--- src/rtl/mem_ctrl_pkg.sv ---
`default_nettype none
// ============================================================================
// Module      : mem_ctrl_pkg
// Description : Shared types, default parameters and arbitration helper
//               for the two-port memory controller.
// Revision    : 1.0 - initial release
// ============================================================================
package mem_ctrl_pkg;

    localparam int DEF_WIDTH   = 8;
    localparam int DEF_ADRBITS = 8;
    localparam int DEF_WAIT    = 1;

    typedef enum logic [1:0] {
        IDLE   = 2'd0,
        ACCESS = 2'd1,
        RESP   = 2'd2
    } state_t;

    // last = 1 means port 1 was served most recently, so port 0 wins a tie.
    function automatic logic [1:0] rr_pick(input logic [1:0] req, input logic last);
        logic [1:0] grant;
        case (req)
            2'b01:   grant = 2'b01;
            2'b10:   grant = 2'b10;
            2'b11:   grant = last ? 2'b01 : 2'b10;
            default: grant = 2'b00;
        endcase
        return grant;
    endfunction

endpackage
`default_nettype wire

--- src/rtl/mem_ctrl_rr_arb2.sv ---
`default_nettype none
// ============================================================================
// Module      : rr_arb2
// Description : Two-requester round-robin arbiter with one-hot grant and
//               last-grant register.
// Revision    : 1.0 - initial release
// ============================================================================
module rr_arb2
    import mem_ctrl_pkg::*;
(
    input  logic       clk,
    input  logic       reset,
    input  logic [1:0] req_i,
    input  logic       en_i,
    output logic [1:0] grant_o,
    output logic       last_o
);

    logic last_q;

    assign grant_o = rr_pick(req_i, last_q);
    assign last_o  = last_q;

    // Reset value 1 makes port 0 the first winner.
    always_ff @(posedge clk or negedge reset) begin
        if (!reset) begin
            last_q <= 1'b1;
        end else if (en_i && (req_i != 2'b00)) begin
            last_q <= grant_o[1];
        end
    end

endmodule
`default_nettype wire

--- src/rtl/mem_ctrl.sv ---
`default_nettype none
// ============================================================================
// Module      : mem_ctrl
// Description : Two-port (fetch/data) round-robin memory controller with
//               configurable wait states.
// Revision    : 1.0 - initial release
// ============================================================================
module mem_ctrl
    import mem_ctrl_pkg::*;
#(
    parameter int WIDTH   = DEF_WIDTH,
    parameter int ADRBITS = DEF_ADRBITS,
    parameter int WAIT    = DEF_WAIT
) (
    input  logic               clk,
    input  logic               reset,
    input  logic               p0_req,
    input  logic               p0_we,
    input  logic [ADRBITS-1:0] p0_adr,
    input  logic [WIDTH-1:0]   p0_wdata,
    output logic [WIDTH-1:0]   p0_rdata,
    output logic               p0_ack,
    input  logic               p1_req,
    input  logic               p1_we,
    input  logic [ADRBITS-1:0] p1_adr,
    input  logic [WIDTH-1:0]   p1_wdata,
    output logic [WIDTH-1:0]   p1_rdata,
    output logic               p1_ack,
    output logic               mem_en,
    output logic               mem_we,
    output logic [ADRBITS-1:0] mem_adr,
    output logic [WIDTH-1:0]   mem_wdata,
    input  logic [WIDTH-1:0]   mem_rdata,
    output logic               busy
);

    localparam logic [2:0] WAIT_CNT = 3'(WAIT);

    state_t               state_q, state_d;
    logic [2:0]           cnt_q, cnt_d;
    logic                 we_q, we_d;
    logic [ADRBITS-1:0]   adr_q, adr_d;
    logic [WIDTH-1:0]     wdata_q, wdata_d;
    logic [WIDTH-1:0]     rdata0_q, rdata0_d;
    logic [WIDTH-1:0]     rdata1_q, rdata1_d;
    logic [1:0]           grant;
    logic                 last_grant;
    logic                 arb_en;

    assign arb_en = (state_q == IDLE);

    // The arbiter's last-grant register updates on the same edge the
    // request is latched, so it identifies the port being served.
    rr_arb2 u_arb (
        .clk     (clk),
        .reset   (reset),
        .req_i   ({p1_req, p0_req}),
        .en_i    (arb_en),
        .grant_o (grant),
        .last_o  (last_grant)
    );

    always_ff @(posedge clk or negedge reset) begin
        if (!reset) begin
            state_q  <= IDLE;
            cnt_q    <= 3'd0;
            we_q     <= 1'b0;
            adr_q    <= '0;
            wdata_q  <= '0;
            rdata0_q <= '0;
            rdata1_q <= '0;
        end else begin
            state_q  <= state_d;
            cnt_q    <= cnt_d;
            we_q     <= we_d;
            adr_q    <= adr_d;
            wdata_q  <= wdata_d;
            rdata0_q <= rdata0_d;
            rdata1_q <= rdata1_d;
        end
    end

    always_comb begin
        state_d  = state_q;
        cnt_d    = cnt_q;
        we_d     = we_q;
        adr_d    = adr_q;
        wdata_d  = wdata_q;
        rdata0_d = rdata0_q;
        rdata1_d = rdata1_q;
        mem_en   = 1'b0;
        mem_we   = 1'b0;
        p0_ack   = 1'b0;
        p1_ack   = 1'b0;

        case (state_q)
            IDLE: begin
                if (grant[1]) begin
                    we_d    = p1_we;
                    adr_d   = p1_adr;
                    wdata_d = p1_wdata;
                    cnt_d   = 3'd0;
                    state_d = ACCESS;
                end else if (grant[0]) begin
                    we_d    = p0_we;
                    adr_d   = p0_adr;
                    wdata_d = p0_wdata;
                    cnt_d   = 3'd0;
                    state_d = ACCESS;
                end
            end
            ACCESS: begin
                mem_en = (cnt_q == 3'd0);
                mem_we = (cnt_q == 3'd0) && we_q;
                if (cnt_q == WAIT_CNT) begin
                    state_d = RESP;
                end else begin
                    cnt_d = cnt_q + 3'd1;
                end
            end
            RESP: begin
                if (last_grant) begin
                    p1_ack = 1'b1;
                    if (!we_q) rdata1_d = mem_rdata;
                end else begin
                    p0_ack = 1'b1;
                    if (!we_q) rdata0_d = mem_rdata;
                end
                cnt_d   = 3'd0;
                state_d = IDLE;
            end
            default: begin
                state_d = IDLE;
            end
        endcase
    end

    assign busy      = (state_q != IDLE);
    assign mem_adr   = adr_q;
    assign mem_wdata = wdata_q;
    assign p0_rdata  = rdata0_q;
    assign p1_rdata  = rdata1_q;

endmodule
`default_nettype wire

--- config.mk ---
export PLATFORM = sky130hd
export DESIGN_NAME = mem_ctrl
export DESIGN_NICKNAME = d
export VERILOG_FILES = /design/src/rtl/mem_ctrl_pkg.sv /design/src/rtl/mem_ctrl_rr_arb2.sv /design/src/rtl/mem_ctrl.sv
export SDC_FILE = /design/constraint.sdc
export NUM_CORES = 1
export LEC_CHECK = 0
export ABC_AREA = 1
export CORE_MARGIN = 10
export CORE_UTILIZATION = 40
export DETAILED_ROUTE_END_ITERATION = 12
export PLACE_DENSITY = 0.76
export SYNTH_ARGS = -nofsm -noshare
export SYNTH_HDL_FRONTEND = slang
export SYNTH_SLANG_ARGS = --single-unit
--- constraint.sdc ---
create_clock -name clk -period 1.41 [get_ports clk]
set_input_delay 0.2115 -clock clk [delete_from_list [all_inputs] [get_ports clk]]
set_output_delay 0.2115 -clock clk [all_outputs]
set_load 0.03 [all_outputs]
# Word level (Yosys, flattened, before mapping)
# Cells that the tools add are included.
# W data, S select, Z words.
[totals] ff_bits=39 inputBits=46 out_inout_bits=37 elab_cells=55
[op_classes] addsub=1 eq_ne=9 mux=22 n_bitwise=2 n_reduce_logical=13
[op_table] cell="$mux W8" n=4
[op_table] cell="$mux W3" n=3
[op_table] cell="$pmux W3 S3" n=1
[op_table] cell="$reduce_and A3 Y1" n=3
[op_table] cell="$mux W1" n=8
[op_table] cell="$mux W2" n=4
[op_table] cell="$eq A2 B2 Y1 const B" n=3
[op_table] cell="$pmux W2 S3" n=1
[op_table] cell="$reduce_bool A2 Y1" n=3
[op_table] cell="$eq A2 B1 Y1 const B" n=2
[op_table] cell="$ne A2 B2 Y1 const B" n=2
[op_table] cell="$pmux W2 S2" n=1
[op_table] cell="$reduce_and A2 Y1" n=2
[op_table] cell="$add A3 B1 Y3 const B" n=1
[op_table] cell="$eq A3 B1 Y1 const B" n=1
[op_table] cell="$logic_not A3 Y1" n=1
[op_table] cell="$ne A3 B3 Y1 const B" n=1
[op_table] cell="$reduce_bool A3 Y1" n=1
[op_table] cell="$logic_and A1 B1 Y1" n=2
[op_table] cell="$logic_not A2 Y1" n=1
[op_table] cell="$not A1 Y1" n=2

# Depth between registers and ports, before layout
# Gate-level depths: netlist of run 1.
[logic_depth] depth_word=5 depth_mapped=7

# Modules after synthesis
# A second synthesis of run 1 with hierarchy kept.
[hier_totals] cells_unflattened=241 area_unflattened_um2=1930.6
[by_module_without_submodules] mod="mem_ctrl" n_inst=1 cells_per_inst=232 area_per_inst_um2=1864.3 seq_area_each_um2=950.9
[by_module_without_submodules] mod="rr_arb2" n_inst=1 cells_per_inst=9 area_per_inst_um2=66.3 seq_area_each_um2=26.3

# Worst setup path after synthesis of run 1
# OpenSTA, ideal clock, no wires.
[synth_path] path_type="reg-to-output" startpoint="register cnt_q[0]" endpoint="output mem_we" arrival_ps=1591 path_slack_ps=-392 stages_incl_launch_ff=5 path_cell_list="dfrtp_1 inv_1 ha_1 inv_1 nor4_1"
[synth_between] elab_chain_cells=3
[synth_lines] element="start: declaration" line_no="mem_ctrl.sv:40" rtl="logic [2:0] cnt_q, cnt_d;"
[synth_lines] element="start signal: assignment" line_no="mem_ctrl.sv:74" rtl="cnt_q <= cnt_d;"
[synth_lines] element="$logic_not A3 Y1" line_no="mem_ctrl.sv:114" rtl="mem_we = (cnt_q == 3'd0) && we_q;"
[synth_lines] element="$logic_and A1 B1 Y1" line_no="mem_ctrl.sv:114"
[synth_lines] element="$mux W1" line_no="mem_ctrl.sv:96" rtl="case (state_q)"
[synth_lines] element="end: declaration" line_no="mem_ctrl.sv:30" rtl="output logic mem_we,"
# Every way passes these cells.

# Final worst setup path of run 1
[layout_path] startpoint="register state_q[1]" endpoint="output mem_we"
[layout_between] elab_chain_cells=2
[layout_lines] element="start: declaration" line_no="mem_ctrl.sv:39" rtl="state_t state_q, state_d;"
[layout_lines] element="start signal: assignment" line_no="mem_ctrl.sv:73" rtl="state_q <= state_d;"
[layout_lines] element="$eq A2 B1 Y1" line_no="mem_ctrl.sv:96"
[layout_lines] element="$mux W1" line_no="mem_ctrl.sv:96"
# Every way passes these cells.

==> results of run 1 <==
-- through the flow --
stage | setup WS (ns) | hold WS, ns
floorplan | -0.06547 | -0.08409
global placement | -0.06501 | 0.1651
detailed placement | -0.09543 | 0.1705
CTS | -0.09675 | 0.4005
global route | -0.1414 | 0.4209
finish | -0.07460 | 0.3858
-- layer usage --
layer	global-route usage [%]	vias up
li1	-	961
met1	15.86	866
met2	25.07	45
met3	4.923	8
met4	5.780	0
met5	0	-
-- worst max-delay path: stages, from the launching register on --
cell     delay (ns)
dfrtp_1        0.39
inv_2          0.12
nand2_4        0.08
nor4_2         0.19
buf_4          0.19
-- final cells by class --
| type | count | area [um^2] | share of cell area [%] |
|---|---|---|---|
| clock buffer | 6 | 82.58 | 2.623 |
| clock inverter | 2 | 35.03 | 1.113 |
| inverter | 20 | 77.57 | 2.464 |
| multi-input combinational | 172 | 864.6 | 27.46 |
| sequential | 39 | 977.2 | 31.04 |
| tap | 54 | 67.56 | 2.146 |
| timing repair buffer | 106 | 1044 | 33.15 |
-- state kept, by name (all words and copies together) (netlist names) --
signal / cells
p1_rdata: 8
u_arb.last_o: 1
state_q: 2
we_q: 1
mem_wdata: 8
p0_rdata: 8
mem_adr: 8
cnt_q: 3
-- final timing paths --
| path | endpoint | slack, ns |
|---|---|---|
| worst max-delay path | mem_we | -0.07 |
| worst min-delay path | mem_adr[3]$_DFFE_PN0P_ | 0.39 |
| worst max register to register | mem_wdata[2]$_DFFE_PN0P_ | 0.01 |
| worst min register to register | mem_adr[5]$_DFFE_PN0P_ | 0.47 |
| max in group asynchronous | p0_rdata[2]$_DFFE_PN0P_ | 0.55 |
| min in group clk | mem_adr[5]$_DFFE_PN0P_ | 0.47 |
-- kinds of logic (layout without fill, tap and decap cells) --
kind of cell	count (synthesis)	count (layout)	synth area share, %
and+or+nand+nor	151	151	33.03
DFF	39	39	50.48
buffers and inverters	29	134	8.144
AOI/OAI and AO/OA	18	18	6.400
adders and majority gates	3	3	1.939
-- power breakdown --
| part | switching, mW | internal [mW] |
|---|---|---|
| clock | 0.395 | 0.573 |
| combinational | 2.45 | 1.51 |
| sequential | 0.278 | 1.66 |
-- cell usage in the layout, fill, tap and decap left out, drive strengths merged, types with 2 or more instances in the layout --
master | Yosys | routed
buf | 9 | 27
clkbuf | 0 | 8
clkdlybuf4s50 | 0 | 44
dfrtp | 38 | 38
dlygate4sd2 | 0 | 32
ha | 3 | 3
inv | 20 | 20
nand2 | 117 | 117
nand3 | 23 | 23
nand4 | 2 | 2
nor2 | 7 | 7
o21ai | 18 | 18
-- timing repair --
item | in CTS | in global routing
buffers inserted | 9 | 2
setup endpoints to repair | 37 | 18
endpoints found under the hold margin | 15 | 0
pin swaps | 5 | 2
hold buffers | 1 | 0
gates cloned | 0 | 2
resized for setup | 46 | 8
==> impl_metrics.tcl, run 1 <==
set metrics [dict create \
    grt_max_degree 24 \
    wl_per_cell_um 14.76 \
    start_kind "flip-flop" \
    ys_seq_area_share_pct 50.48 \
    ys_warn_count 0 \
    nFillCells 385 \
    grt_overflow_total 0 \
    fin_crit_sh_pct 105.3 \
    cp-end-kind "output pin" \
    fmax_mhz 673.6 \
    num-nets-final 393 \
    routed_wl_mm 5.891 \
    fin_cells 399 \
    path_max_fanout 3 \
    r2r_start "u_arb.last_o$_DFFE_PN1P_" \
    synth-seq-cells 39 \
    postLayoutCoreUtil_pct 67.09 \
    hold_violations 0 \
    path_clk_slew_ns 0.08 \
    skew_ns 0.008036 \
    core_mm2 0.004692 \
    async_reset_ff_share_pct 100.0 \
    clk_latency_ns 0.29 \
    dieArea_mm2 0.008022 \
    worst_slew_pin_slew_ns 0.4244 \
    crit_start "state_q[1]$_DFFE_PN0P_" \
    drive_gt1_share_pct 17.97 \
    grt_pass1_wl_mm 8.935 \
    p_leak_nw 1.650 \
    routed.top_layer "met4" \
    synth_ff_type "dfrtp_1" \
    drtAntennaViolNets 0 \
    status "finished, violations left" \
    chipHeight_um 89.57 \
    cp.required_ns 1.20 \
    cts_tree "done" \
    wl_met3_um 327 \
    slew_headroom_pct 71.71 \
    numPortBuffers 82 \
    critical_path_arrival_ns 1.27 \
    synth_top_area_share_pct 49.13 \
    vias 1880 \
    remaining_drc_errors 0 \
    start_util_pct 41.25 \
    viasPerCell 4.712 \
    area_growth_pct 62.64 \
    io_pins 83 \
    cts_buffers 5 \
    synth_edf_count 0 \
    n_antenna_cell 0 \
    cts_buffer_depth 2 \
    grt_use_total_pct 14.48 \
    grt_antenna_before_repair 0 \
    syn_area_per_cell_um2 8.065 \
    synth_common_cells "nand2_1 (115), dfrtp_1 (38), nand3_1 (21)" \
    place_congestion 0.7702 \
    finalSetupTns_ns -0.1657 \
    maxSlewViolCount 0 \
    p_per_area_mw_per_mm2 2180 \
    cts_sinks 39 \
    synth.largest_area_cell "dfrtp_1" \
    fin_area_mm2 0.003148 \
    maxCapViolCount 0 \
    hpwlAfterDp_mm 4.101 \
    post_dp_cell_area_mm2 0.002865 \
    synth_cells 240 \
    netlist_area_mm2 0.001936 \
    reg2reg_depth 8 \
    placedCellCount 377 \
    peakVddDrop_mv 0.9570 \
    wl_met2_mm 3.122 \
    cts_max_level 2 \
    yosys-top-cells-area "dfrtp_1 (49%), nand2_1 (22%), nand3_1 (5.4%)" \
    path_class "reg -> out" \
    drt_pre_antenna_iters 4 \
    min_path_type "in -> async" \
    power_mw 6.863 \
    grt_pass1_vias 1800 \
    setup_ws_ns -0.07460 \
    drt_iter0_markers 84 \
    synth_cell_types 23 \
    routedLengthMet1_mm 2.351 \
    std_cell_rows 25 \
    violations "setup timing" \
    rsz0062_at_grt "true" \
    setup_viol 3 \
    ctsRootBufferMaster "clkbuf_8" \
    fp.dieW_um 89.57 \
    period_needed_ns 1.485 \
    synth_fp_nets 289 \
    synth_most_common_cell "nand2_1" \
]
Note: power is estimated with default switching activity, not from simulation.
==> inputs of run 2 (changes only) <==
MAX_ROUTING_LAYER = met4   (was unset)
==> run 2 against run 1 <==
Compared with the run above: the flow still finishes with violations (setup timing); largest power group unchanged; sequential cell count did not move; die area unchanged; critical path type unchanged; largest cell class unchanged; clock power barely moved; global-route usage rose by 0.41 points; combinational power hardly changed; sequential power hardly changed; non-clock buffer count unchanged; final cell count did not move; fmax hardly changed.
==> impl_metrics.tcl, run 2 (synthesized netlist as in run 1, its figures left out) <==
set metrics [dict create \
    status "finished, violations left" \
    violations "setup timing" \
    drt_pre_antenna_iters 4 \
    place_congestion 0.7805 \
    slew_headroom_pct 71.60 \
    setup_viol 3 \
    endpoint "mem_we" \
    grt_pass1_wl_mm 8.907 \
    n_antenna_cell 0 \
    vias 1877 \
    grt_pass1_vias 1806 \
    wl_per_cell_um 14.78 \
    p_per_area_mw_per_mm2 2181 \
    fmax_mhz 673.1 \
    r2r_start "u_arb.last_o$_DFFE_PN1P_" \
    period_needed_ns 1.486 \
    start_kind "flip-flop" \
    p_leak_nw 1.650 \
    path_class "reg -> out" \
    grt_antenna_before_repair 0 \
    rsz0062_at_grt "true" \
    drive_gt1_share_pct 17.97 \
    final_common_cell "nand2_1" \
    cts_tree "done" \
    std_cell_rows 25 \
    drtAntennaViolNets 0 \
    cts_sinks 39 \
    path_clk_slew_ns 0.08 \
    clk_latency_ns 0.29 \
    fin_cells 399 \
    cts_max_level 2 \
    grt_max_degree 24 \
    start_util_pct 41.25 \
    drt_iter0_markers 80 \
    maxSlewViolCount 0 \
    hpwlAfterDp_mm 4.101 \
    numPortBuffers 82 \
    placedCellCount 377 \
    r2r_setup_slack_ns 0.01 \
    hold_violations 0 \
    fp.dieW_um 89.57 \
    worst_slew_pin_slew_ns 0.4260 \
    routed_wl_mm 5.897 \
    num-nets-final 393 \
    ctsRootBufferMaster "clkbuf_8" \
    maxCapViolCount 0 \
    remaining_drc_errors 0 \
    dpl_worst_slack_ns -0.09543 \
    chipHeight_um 89.57 \
    nFillCells 385 \
    r2r-end "mem_wdata[2]$_DFFE_PN0P_" \
    cts_buffers 5 \
    area_growth_pct 62.64 \
    fin_crit_sh_pct 105.4 \
    skew_ns 0.008224 \
    reg2reg_depth 8 \
    grt_overflow_total 0 \
    peakVddDrop_mv 0.9569 \
    cts_buffer_depth 2 \
    holdWs_ns 0.3843 \
    path_max_fanout 3 \
    core_mm2 0.004692 \
    dieArea_mm2 0.008022 \
    min_path_type "in -> async" \
    io_pins 83 \
    viasPerCell 4.704 \
    cp.required_ns 1.20 \
    critical_path_arrival_ns 1.27 \
    final_cell_mix "nand2_1 (114), clkdlybuf4s50_1 (44), dfrtp_1 (38)" \
    crit_start "state_q[1]$_DFFE_PN0P_" \
    finalSetupTns_ns -0.1657 \
    grt_use_total_pct 14.89 \
    setup_ws_ns -0.07566 \
    cp-end-kind "output pin" \
]
run 2: cell counts in the layout (fill, tap and decap cells not counted):
Identical to the previous run, type by type.
run 2: critical path, stage by stage (launching register included):
cell and delay, ns:
dfrtp_1 0.39, inv_2 0.12, nand2_4 0.08, nor4_2 0.19, buf_4 0.19
run 2: timing repair:
| item | 4_1_cts | 5_1_grt |
|---|---|---|
| gates resized for setup | 46 | 8 |
| setup endpoints to repair | 37 | 18 |
| cloned | 0 | 2 |
| hold buffers | 1 | 0 |
| pin swaps | 5 | 2 |
| setup buffers | 9 | 2 |
| endpoints found under the hold margin | 15 | 0 |
run 2: final cells by class:
class | count | area (um^2) | area share [%]
clock buffer | 6 | 82.58 | 2.623
timing repair buffer | 106 | 1044 | 33.15
clock inverter | 2 | 35.03 | 1.113
inverter | 20 | 77.57 | 2.464
tap | 54 | 67.56 | 2.146
sequential | 39 | 977.2 | 31.04
multi-input combinational | 172 | 864.6 | 27.46
run 2: through the flow:
| stage | utilization, % | instance area (um^2) | total power [mW] |
|---|---|---|---|
| after floorplan | - | 1947 | 4.231 |
| after global placement | 61.07 | 2865 | 5.747 |
| after detailed placement | 61.07 | 2865 | 5.792 |
| after CTS | 65.04 | 3052 | 6.706 |
| after global routing | 67.09 | 3148 | 7.309 |
| final | 67.09 | 3148 | 6.867 |
run 2: metal layers:
metal	up-vias	wire length [um]	GRT usage [%]
met4	0	83	5.780
li1	960	-	-
met2	43	3129	25.07
met3	8	216	4.011
met5	-	0	-
met1	866	2468	16.40
run 2: worst min path at each step:
stage                          endpoint   from  depth (start not counted)  slack [ns]
2_1_floorplan      cnt_q[0]$_DFFE_PN0P_  reset                          0       -0.08
3_3_place_gp     mem_adr[4]$_DFFE_PN0P_  reset                          1        0.17
3_5_place_dp   mem_wdata[7]$_DFFE_PN0P_  reset                          1        0.17
4_1_cts        mem_wdata[7]$_DFFE_PN0P_  reset                          2        0.40
5_1_grt          mem_adr[4]$_DFFE_PN0P_  reset                          2        0.42
6_report         mem_adr[3]$_DFFE_PN0P_  reset                          2        0.38
run 2: where the power goes:
part / internal, mW / switching, mW
combinational: 1.51 / 2.45
clock: 0.573 / 0.396
sequential: 1.66 / 0.278
total: 3.74 / 3.13
